### config.mk
export PLATFORM = sky130hd
export DESIGN_NAME = dfr_readout_flat
export DESIGN_NICKNAME = d
export VERILOG_FILES = /design/src/rtl/dfr_pkg.sv /design/src/rtl/dfr_readout_if.sv /design/src/rtl/dfr_weight_ram.sv /design/src/rtl/dfr_readout.sv /design/src/flat_wrapper.sv
export SDC_FILE = /design/constraint.sdc
export NUM_CORES = 2
export LEC_CHECK = 0
export CAP_MARGIN = 20
export CORE_MARGIN = 2
export CORE_UTILIZATION = 62
export DETAILED_ROUTE_END_ITERATION = 12
export PLACE_DENSITY = 0.84
export SLEW_MARGIN = 20
export SYNTH_ARGS = -nofsm -noshare
export SYNTH_HDL_FRONTEND = slang
export SYNTH_SLANG_ARGS = --single-unit
### constraint.sdc
create_clock -name clk -period 10.88 [get_ports clk]
set_input_delay 2.176 -clock clk [delete_from_list [all_inputs] [get_ports clk]]
set_output_delay 2.176 -clock clk [all_outputs]
set_load 0.05 [all_outputs]
### src/rtl/dfr_pkg.sv
// Shared constants and helpers for the delay-feedback-reservoir readout.
// Latency: n/a (package only).
// Backpressure: n/a (package only).
package dfr_pkg;

    // Default number of fractional bits in weights and readout result.
    localparam int FRAC_BITS_DEF = 16;

    // Working width for the saturation helper; must cover the accumulator.
    localparam int SAT_W = 128;

    // Index width; a single-node reservoir still needs a 1-bit index.
    function automatic int addr_width(input int nodes);
        return (nodes > 1) ? $clog2(nodes) : 1;
    endfunction

    // Accumulator width: full product plus growth headroom for one frame.
    function automatic int acc_width(input int data_w, input int nodes);
        return 2 * data_w + addr_width(nodes);
    endfunction

    // Clip a signed value to the range of a signed 'width'-bit number.
    function automatic logic signed [SAT_W-1:0] sat_clip(
        input logic signed [SAT_W-1:0] v,
        input int                      width
    );
        logic signed [SAT_W-1:0] hi;
        logic signed [SAT_W-1:0] lo;
        hi = SAT_W'(1) <<< (width - 1);
        hi = hi - SAT_W'(1);
        lo = -hi - SAT_W'(1);
        if (v > hi) begin
            return hi;
        end else if (v < lo) begin
            return lo;
        end
        return v;
    endfunction

endpackage

### src/rtl/dfr_readout_if.sv
// Sample, weight-write and result signals of the reservoir readout.
// Latency: n/a (wiring only).
// Backpressure: none; samples are accepted whenever din_valid is high.
interface dfr_readout_if
    import dfr_pkg::*;
#(
    parameter int VIRTUAL_NODES = 10,
    parameter int DATA_WIDTH    = 32
);
    localparam int AW = addr_width(VIRTUAL_NODES);

    logic                         din_valid;
    logic signed [DATA_WIDTH-1:0] din;
    logic                         clear;
    logic                         w_we;
    logic [AW-1:0]                w_addr;
    logic signed [DATA_WIDTH-1:0] w_data;
    logic                         dout_valid;
    logic signed [DATA_WIDTH-1:0] dout;
    logic [AW-1:0]                node_idx;

    // Stimulus side: drives samples and weight writes, observes results.
    modport master (
        output din_valid, din, clear, w_we, w_addr, w_data,
        input  dout_valid, dout, node_idx
    );

    // Readout side.
    modport slave (
        input  din_valid, din, clear, w_we, w_addr, w_data,
        output dout_valid, dout, node_idx
    );
endinterface

### src/rtl/dfr_weight_ram.sv
// Per-node readout weight storage: sync write, async read, cleared on reset.
// Latency: write visible on the cycle after w_we; read is combinational.
// Backpressure: none; out-of-range write addresses are silently dropped.
module dfr_weight_ram
    import dfr_pkg::*;
#(
    parameter int VIRTUAL_NODES = 10,
    parameter int DATA_WIDTH    = 32,
    parameter int AW            = addr_width(VIRTUAL_NODES)
) (
    input  logic                         clk,
    input  logic                         rst,
    input  logic                         we,
    input  logic [AW-1:0]                waddr,
    input  logic signed [DATA_WIDTH-1:0] wdata,
    input  logic [AW-1:0]                raddr,
    output logic signed [DATA_WIDTH-1:0] rdata
);
    localparam logic [AW:0] NODES = (AW+1)'(VIRTUAL_NODES);

    logic signed [DATA_WIDTH-1:0] mem [VIRTUAL_NODES];
    logic                         in_range;

    assign in_range = ({1'b0, waddr} < NODES);

    // Read is asynchronous so a same-cycle write still returns the old weight.
    assign rdata = mem[raddr];

    // Weight update; reset zeroes every entry.
    always_ff @(posedge clk or negedge rst) begin
        if (!rst) begin
            for (int i = 0; i < VIRTUAL_NODES; i++) begin
                mem[i] <= '0;
            end
        end else if (we && in_range) begin
            mem[waddr] <= wdata;
        end
    end
endmodule

### src/rtl/dfr_readout.sv
// Linear readout y = sum(w[n]*x[n]) >>> FRAC_BITS over one reservoir frame; READOUT_SAT_EN selects saturation instead of wrap.
// Latency: dout_valid pulses 2 cycles after the last node sample is presented.
// Backpressure: none; every din_valid sample is consumed, gaps allowed, clear drops the frame.
module dfr_readout
    import dfr_pkg::*;
#(
    parameter int VIRTUAL_NODES = 10,
    parameter int DATA_WIDTH    = 32,
    parameter int FRAC_BITS     = FRAC_BITS_DEF
) (
    input  logic         clk,
    input  logic         rst,
    dfr_readout_if.slave bus
);
    localparam int AW    = addr_width(VIRTUAL_NODES);
    localparam int PW    = 2 * DATA_WIDTH;
    localparam int ACC_W = acc_width(DATA_WIDTH, VIRTUAL_NODES);
    localparam logic [AW-1:0] LAST_IDX = AW'(VIRTUAL_NODES - 1);

    logic signed [DATA_WIDTH-1:0] w_rd;
    logic signed [PW-1:0]         din_x;
    logic signed [PW-1:0]         w_x;

    // Stage 1 registers
    logic                         p_vld;
    logic                         p_first;
    logic                         p_last;
    logic signed [PW-1:0]         prod;

    // Stage 2 datapath
    logic signed [ACC_W-1:0]      prod_x;
    logic signed [ACC_W-1:0]      acc;
    logic signed [ACC_W-1:0]      acc_sum;
    logic signed [DATA_WIDTH-1:0] y;

    dfr_weight_ram #(
        .VIRTUAL_NODES (VIRTUAL_NODES),
        .DATA_WIDTH    (DATA_WIDTH),
        .AW            (AW)
    ) u_wram (
        .clk   (clk),
        .rst   (rst),
        .we    (bus.w_we),
        .waddr (bus.w_addr),
        .wdata (bus.w_data),
        .raddr (bus.node_idx),
        .rdata (w_rd)
    );

    assign din_x  = {{DATA_WIDTH{bus.din[DATA_WIDTH-1]}}, bus.din};
    assign w_x    = {{DATA_WIDTH{w_rd[DATA_WIDTH-1]}}, w_rd};
    assign prod_x = {{(ACC_W-PW){prod[PW-1]}}, prod};

    // A first-node product starts a fresh sum regardless of leftover accumulator state.
    assign acc_sum = (p_first ? '0 : acc) + prod_x;

    // Scale back to DATA_WIDTH: clip to range, or keep the low bits (two's-complement wrap).
    always_comb begin
        y = '0;
`ifdef READOUT_SAT_EN
        y = DATA_WIDTH'(sat_clip(SAT_W'(acc_sum >>> FRAC_BITS), DATA_WIDTH));
`else
        y = DATA_WIDTH'(acc_sum >>> FRAC_BITS);
`endif
    end

    // Stage 1: accept a sample, multiply by its node weight, advance the node index.
    always_ff @(posedge clk or negedge rst) begin
        if (!rst) begin
            bus.node_idx <= '0;
            p_vld        <= 1'b0;
            p_first      <= 1'b0;
            p_last       <= 1'b0;
            prod         <= '0;
        end else if (bus.clear) begin
            bus.node_idx <= '0;
            p_vld        <= 1'b0;
            p_first      <= 1'b0;
            p_last       <= 1'b0;
        end else begin
            p_vld <= bus.din_valid;
            if (bus.din_valid) begin
                prod         <= din_x * w_x;
                p_first      <= (bus.node_idx == '0);
                p_last       <= (bus.node_idx == LAST_IDX);
                bus.node_idx <= (bus.node_idx == LAST_IDX) ? '0 : bus.node_idx + 1'b1;
            end
        end
    end

    // Stage 2: accumulate products; on the last node publish the scaled sum for one cycle.
    always_ff @(posedge clk or negedge rst) begin
        if (!rst) begin
            acc            <= '0;
            bus.dout       <= '0;
            bus.dout_valid <= 1'b0;
        end else begin
            bus.dout_valid <= 1'b0;
            if (bus.clear) begin
                acc <= '0;
            end else if (p_vld) begin
                if (p_last) begin
                    acc            <= '0;
                    bus.dout       <= y;
                    bus.dout_valid <= 1'b1;
                end else begin
                    acc <= acc_sum;
                end
            end
        end
    end
endmodule
### src/flat_wrapper.sv
// flat-port wrapper written by rule: the top's interface ports become plain ports
module dfr_readout_flat import dfr_pkg::*;
#(
    parameter int VIRTUAL_NODES = 10,
    parameter int DATA_WIDTH    = 32,
    parameter int FRAC_BITS     = FRAC_BITS_DEF
)
  (clk, rst, bus_din_valid, bus_din, bus_clear, bus_w_we, bus_w_addr, bus_w_data, bus_dout_valid, bus_dout, bus_node_idx);
  dfr_readout_if #(.VIRTUAL_NODES(VIRTUAL_NODES), .DATA_WIDTH(DATA_WIDTH)) bus_i ();
  input  logic clk;
  input  logic rst;
  input wire logic [$bits(bus_i.din_valid)-1:0] bus_din_valid;
  input wire logic [$bits(bus_i.din)-1:0] bus_din;
  input wire logic [$bits(bus_i.clear)-1:0] bus_clear;
  input wire logic [$bits(bus_i.w_we)-1:0] bus_w_we;
  input wire logic [$bits(bus_i.w_addr)-1:0] bus_w_addr;
  input wire logic [$bits(bus_i.w_data)-1:0] bus_w_data;
  output wire logic [$bits(bus_i.dout_valid)-1:0] bus_dout_valid;
  output wire logic [$bits(bus_i.dout)-1:0] bus_dout;
  output wire logic [$bits(bus_i.node_idx)-1:0] bus_node_idx;
  assign bus_i.din_valid = bus_din_valid;
  assign bus_i.din = bus_din;
  assign bus_i.clear = bus_clear;
  assign bus_i.w_we = bus_w_we;
  assign bus_i.w_addr = bus_w_addr;
  assign bus_i.w_data = bus_w_data;
  assign bus_dout_valid = bus_i.dout_valid;
  assign bus_dout = bus_i.dout;
  assign bus_node_idx = bus_i.node_idx;
  dfr_readout #(.VIRTUAL_NODES(VIRTUAL_NODES), .DATA_WIDTH(DATA_WIDTH), .FRAC_BITS(FRAC_BITS)) u_core (.clk(clk), .rst(rst), .bus(bus_i));
endmodule
==> impl_metrics.toml <==
[timing]
slew_headroom_pct = 24.79
worst_slack_ns = 1.107
final-setup-viol-count = 0
fmax_mhz = 102.3
rsz0062_at_grt = "no"
fin_setup_tns_ns = 0
layout_min_cycle_time_ns = 9.773
finalCritPeriodShare_pct = 89.82
worst_slew_pin_slew_ns = 1.128
skew_ns = 0.06260
slew_viol_final = 0
timing_hold_violations_final = 0

[floorplanning]
core_region_area_sq_mm = 0.08211
ios = 110
start_util_pct = 62.64
dieHeight_microns = 292.0
fp.dieArea_sq_mm = 0.08528
rows = 105
fp.dieW_microns = 292.0

[clock_network]
cts_buffers = 47
post-cts-setup-buffers = 0
htree_num_levels = 2
clock_sinks = 456
cts_resized = 0
cts_max_path_buffers = 3
clkTransAtPathRegs_ns = 0.06
cts_tree = "yes"
postCtsHoldBufs = 0
root_buffer = "clkbuf_16"
clk_latency_ns = 0.65

[detailed_routing]
wl_per_cell_microns = 21.49
ant_nets = 0
vias_per_cell = 5.940
routed_wl_mm = 129.5
drt-pass1-iter-count = 6
drc = 0
vias = 35782
drtIter0Drc = 2957

[hold_path]
hold_class = "flop to flop"

[global_routing]
grt-ovfl-total = 0
grt_pass1_wl_mm = 210.0
globalRouteTotalUtil_pct = 31.39
grt_max_degree = 196
grt_pass1_vias = 38692
grt_antenna_before_repair = 13

[worst_setup_path]
critical_path_buf_inv_count = 5
path_class = "input pin to flop"
crit_path_max_fanout = 18
cpMostUsedCell = "fa_1"
cpPeakStageDelay_ns = 1.15
arrival_ns = 10.27
crit_path_start_kind = "input pin"
critPathTopFamily = "adder cells"
cp_slowest_cell = "clkdlybuf4s50_1"
critPathRequiredTime_ns = 11.37
end_kind = "flop"

[layout]
nets = 6047
fin_util_pct = 67.25
area_growth_pct = 7.354
seqCellArea_sq_mm = 0.01142
fillers = 5916
layout-drive-gt1-share_pct = 12.73
layout_commonest_cell = "fa_1"
final_cell_mix = "fa_1 (840), inv_1 (816), nand2_1 (624), dfrtp_1 (453), and2_1 (437)"
multiInputGateArea_sq_mm = 0.03588
postLayoutCellArea_sq_mm = 0.05522

[logic_synthesis]
synth_top_area_share_pct = 32.69
synth.distinct_cells = 77
ys.flop_type = "dfrtp_1"
syn_nets = 6092
ys_warn_count = 0
synth_area_per_cell_sq_um = 10.37
synth_edf_count = 0
synthArstFlopShare_pct = 100.0
synth_seq_cells = 456
yosysTopAreaCell = "fa_1"
ys_seq_area_share_pct = 22.19
syn_area_sq_mm = 0.05143
post_synth_inst_count = 4962
yosys-top-cells-area = "fa_1 (33%), dfrtp_1 (22%), mux2_2 (7.6%)"

[placement]
pre_cts_ws_ns = 0.6541
gp_congestion = 1.002
hpwlAfterDp_mm = 96.21
port_buffers = 109
placed_cell_area_sq_mm = 0.05365

[flow_run]
maxCapViolCount = 0

[outcome]
run_status = "finished, final reports clean"
==> through the flow <==
step / hold slack (ns) / cells
floorplan: 0.4407 / 4962
global placement: 0.4536 / 5936
detailed placement: 0.4624 / 5936
CTS: 0.4750 / 6018
global route: 0.4973 / 6024
finish: 0.4703 / 6024
==> final cells by class <==
cell class	count	area share, %
clock buffers	65	2.343
repair buffers	215	3.612
inverters	816	5.547
well taps	1070	2.425
diodes	4	0.01813
clock inverters	17	0.3943
multi-input cells	3381	64.98
flip-flops and latches	456	20.68
==> flip-flops by register name, summed over array words and instances, names as in the netlist <==
signal	count
u_core.bus.node_idx	4
u_core.prod	48
u_core.p_last	1
u_core.p_vld	1
u_core.p_first	1
u_core.bus.dout	32
u_core.u_wram.mem	320
u_core.acc	48
u_core.bus.dout_valid	1
==> worst reg2reg max path, delay by kind of cell, from the launching register on <==
| family | cells | cell delay, ns |
|---|---|---|
| adder cells (fa/ha/maj) | 9 | 4.02 |
| AO/OA/AOI/OAI | 10 | 2.56 |
| buffers and inverters | 6 | 1.42 |
| flip-flops | 1 | 0.79 |
| multiplexers | 2 | 0.44 |
| AND/OR/NAND/NOR | 1 | 0.19 |
| XOR/XNOR | 1 | 0.19 |
==> logic make-up (layout without fill, tap and decap cells) <==
logic type               Yosys count  count (layout)  share of synthesized area, %
XOR/XNOR                         120             120                         2.155
multiplexers                     464             464                         11.10
flip-flops                       456             456                         22.19
adder cells (fa/ha/maj)         1057            1057                         37.97
buffers and inverters           1125            1113                         8.361
other                              0               4                             0
AO/OA/AOI/OAI                    439             439                         5.722
AND/OR/NAND/NOR                 1301            1301                         12.50
==> synth_stat cells (all sizes together) (4+ instances only) <==
cell type  number
a22o           28
nor3           10
a31oi           8
buf            73
fa            840
o21ai         101
nor2b          54
clkbuf        236
nand3b          9
ha            217
xor2           42
o31ai          12
o22ai          32
o21a           12
dfrtp         456
and2          437
mux2i          69
a221oi          6
a221o          16
nand4          14
nand2b         11
or2             7
a211o           5
a31o            4
a21o           63
xnor2          76
o211ai         12
nor2           60
nor3b           9
a211oi          4
nand2         628
a21boi          8
or3             6
mux4           50
and3           19
inv           816
nand3          26
o2111ai         4
a21oi          92
mux2          345
o21bai         10
==> path summary, 6_finish.rpt <==
check,start,end,slack [ns],cells after the start
max in group asynchronous,rst,u_core.u_wram.mem[85],7.19,4
worst max-delay path,bus_din[15],u_core.prod[42],1.11,25
min in group asynchronous,rst,u_core.prod[8],1.49,1
worst min register to register,u_core.acc[9],u_core.acc[9],0.47,2
worst min-delay path,u_core.acc[9],u_core.acc[9],0.47,2
worst max register to register,u_core.bus.node_idx[1],u_core.prod[42],1.17,29
==> per-layer routing <==
layer | up-vias | share of wire (%) | track usage, %
met4 | 12 | 3.7 | 10.80
li1 | 15388 | - | -
met5 | - | 0.066 | 0
met1 | 18451 | 39 | 40.91
met2 | 1566 | 49 | 52.17
met3 | 365 | 9.0 | 7.117
Power is not shown: default switching activity piles up to over one toggle a cycle in this logic, so the estimate is an artifact.
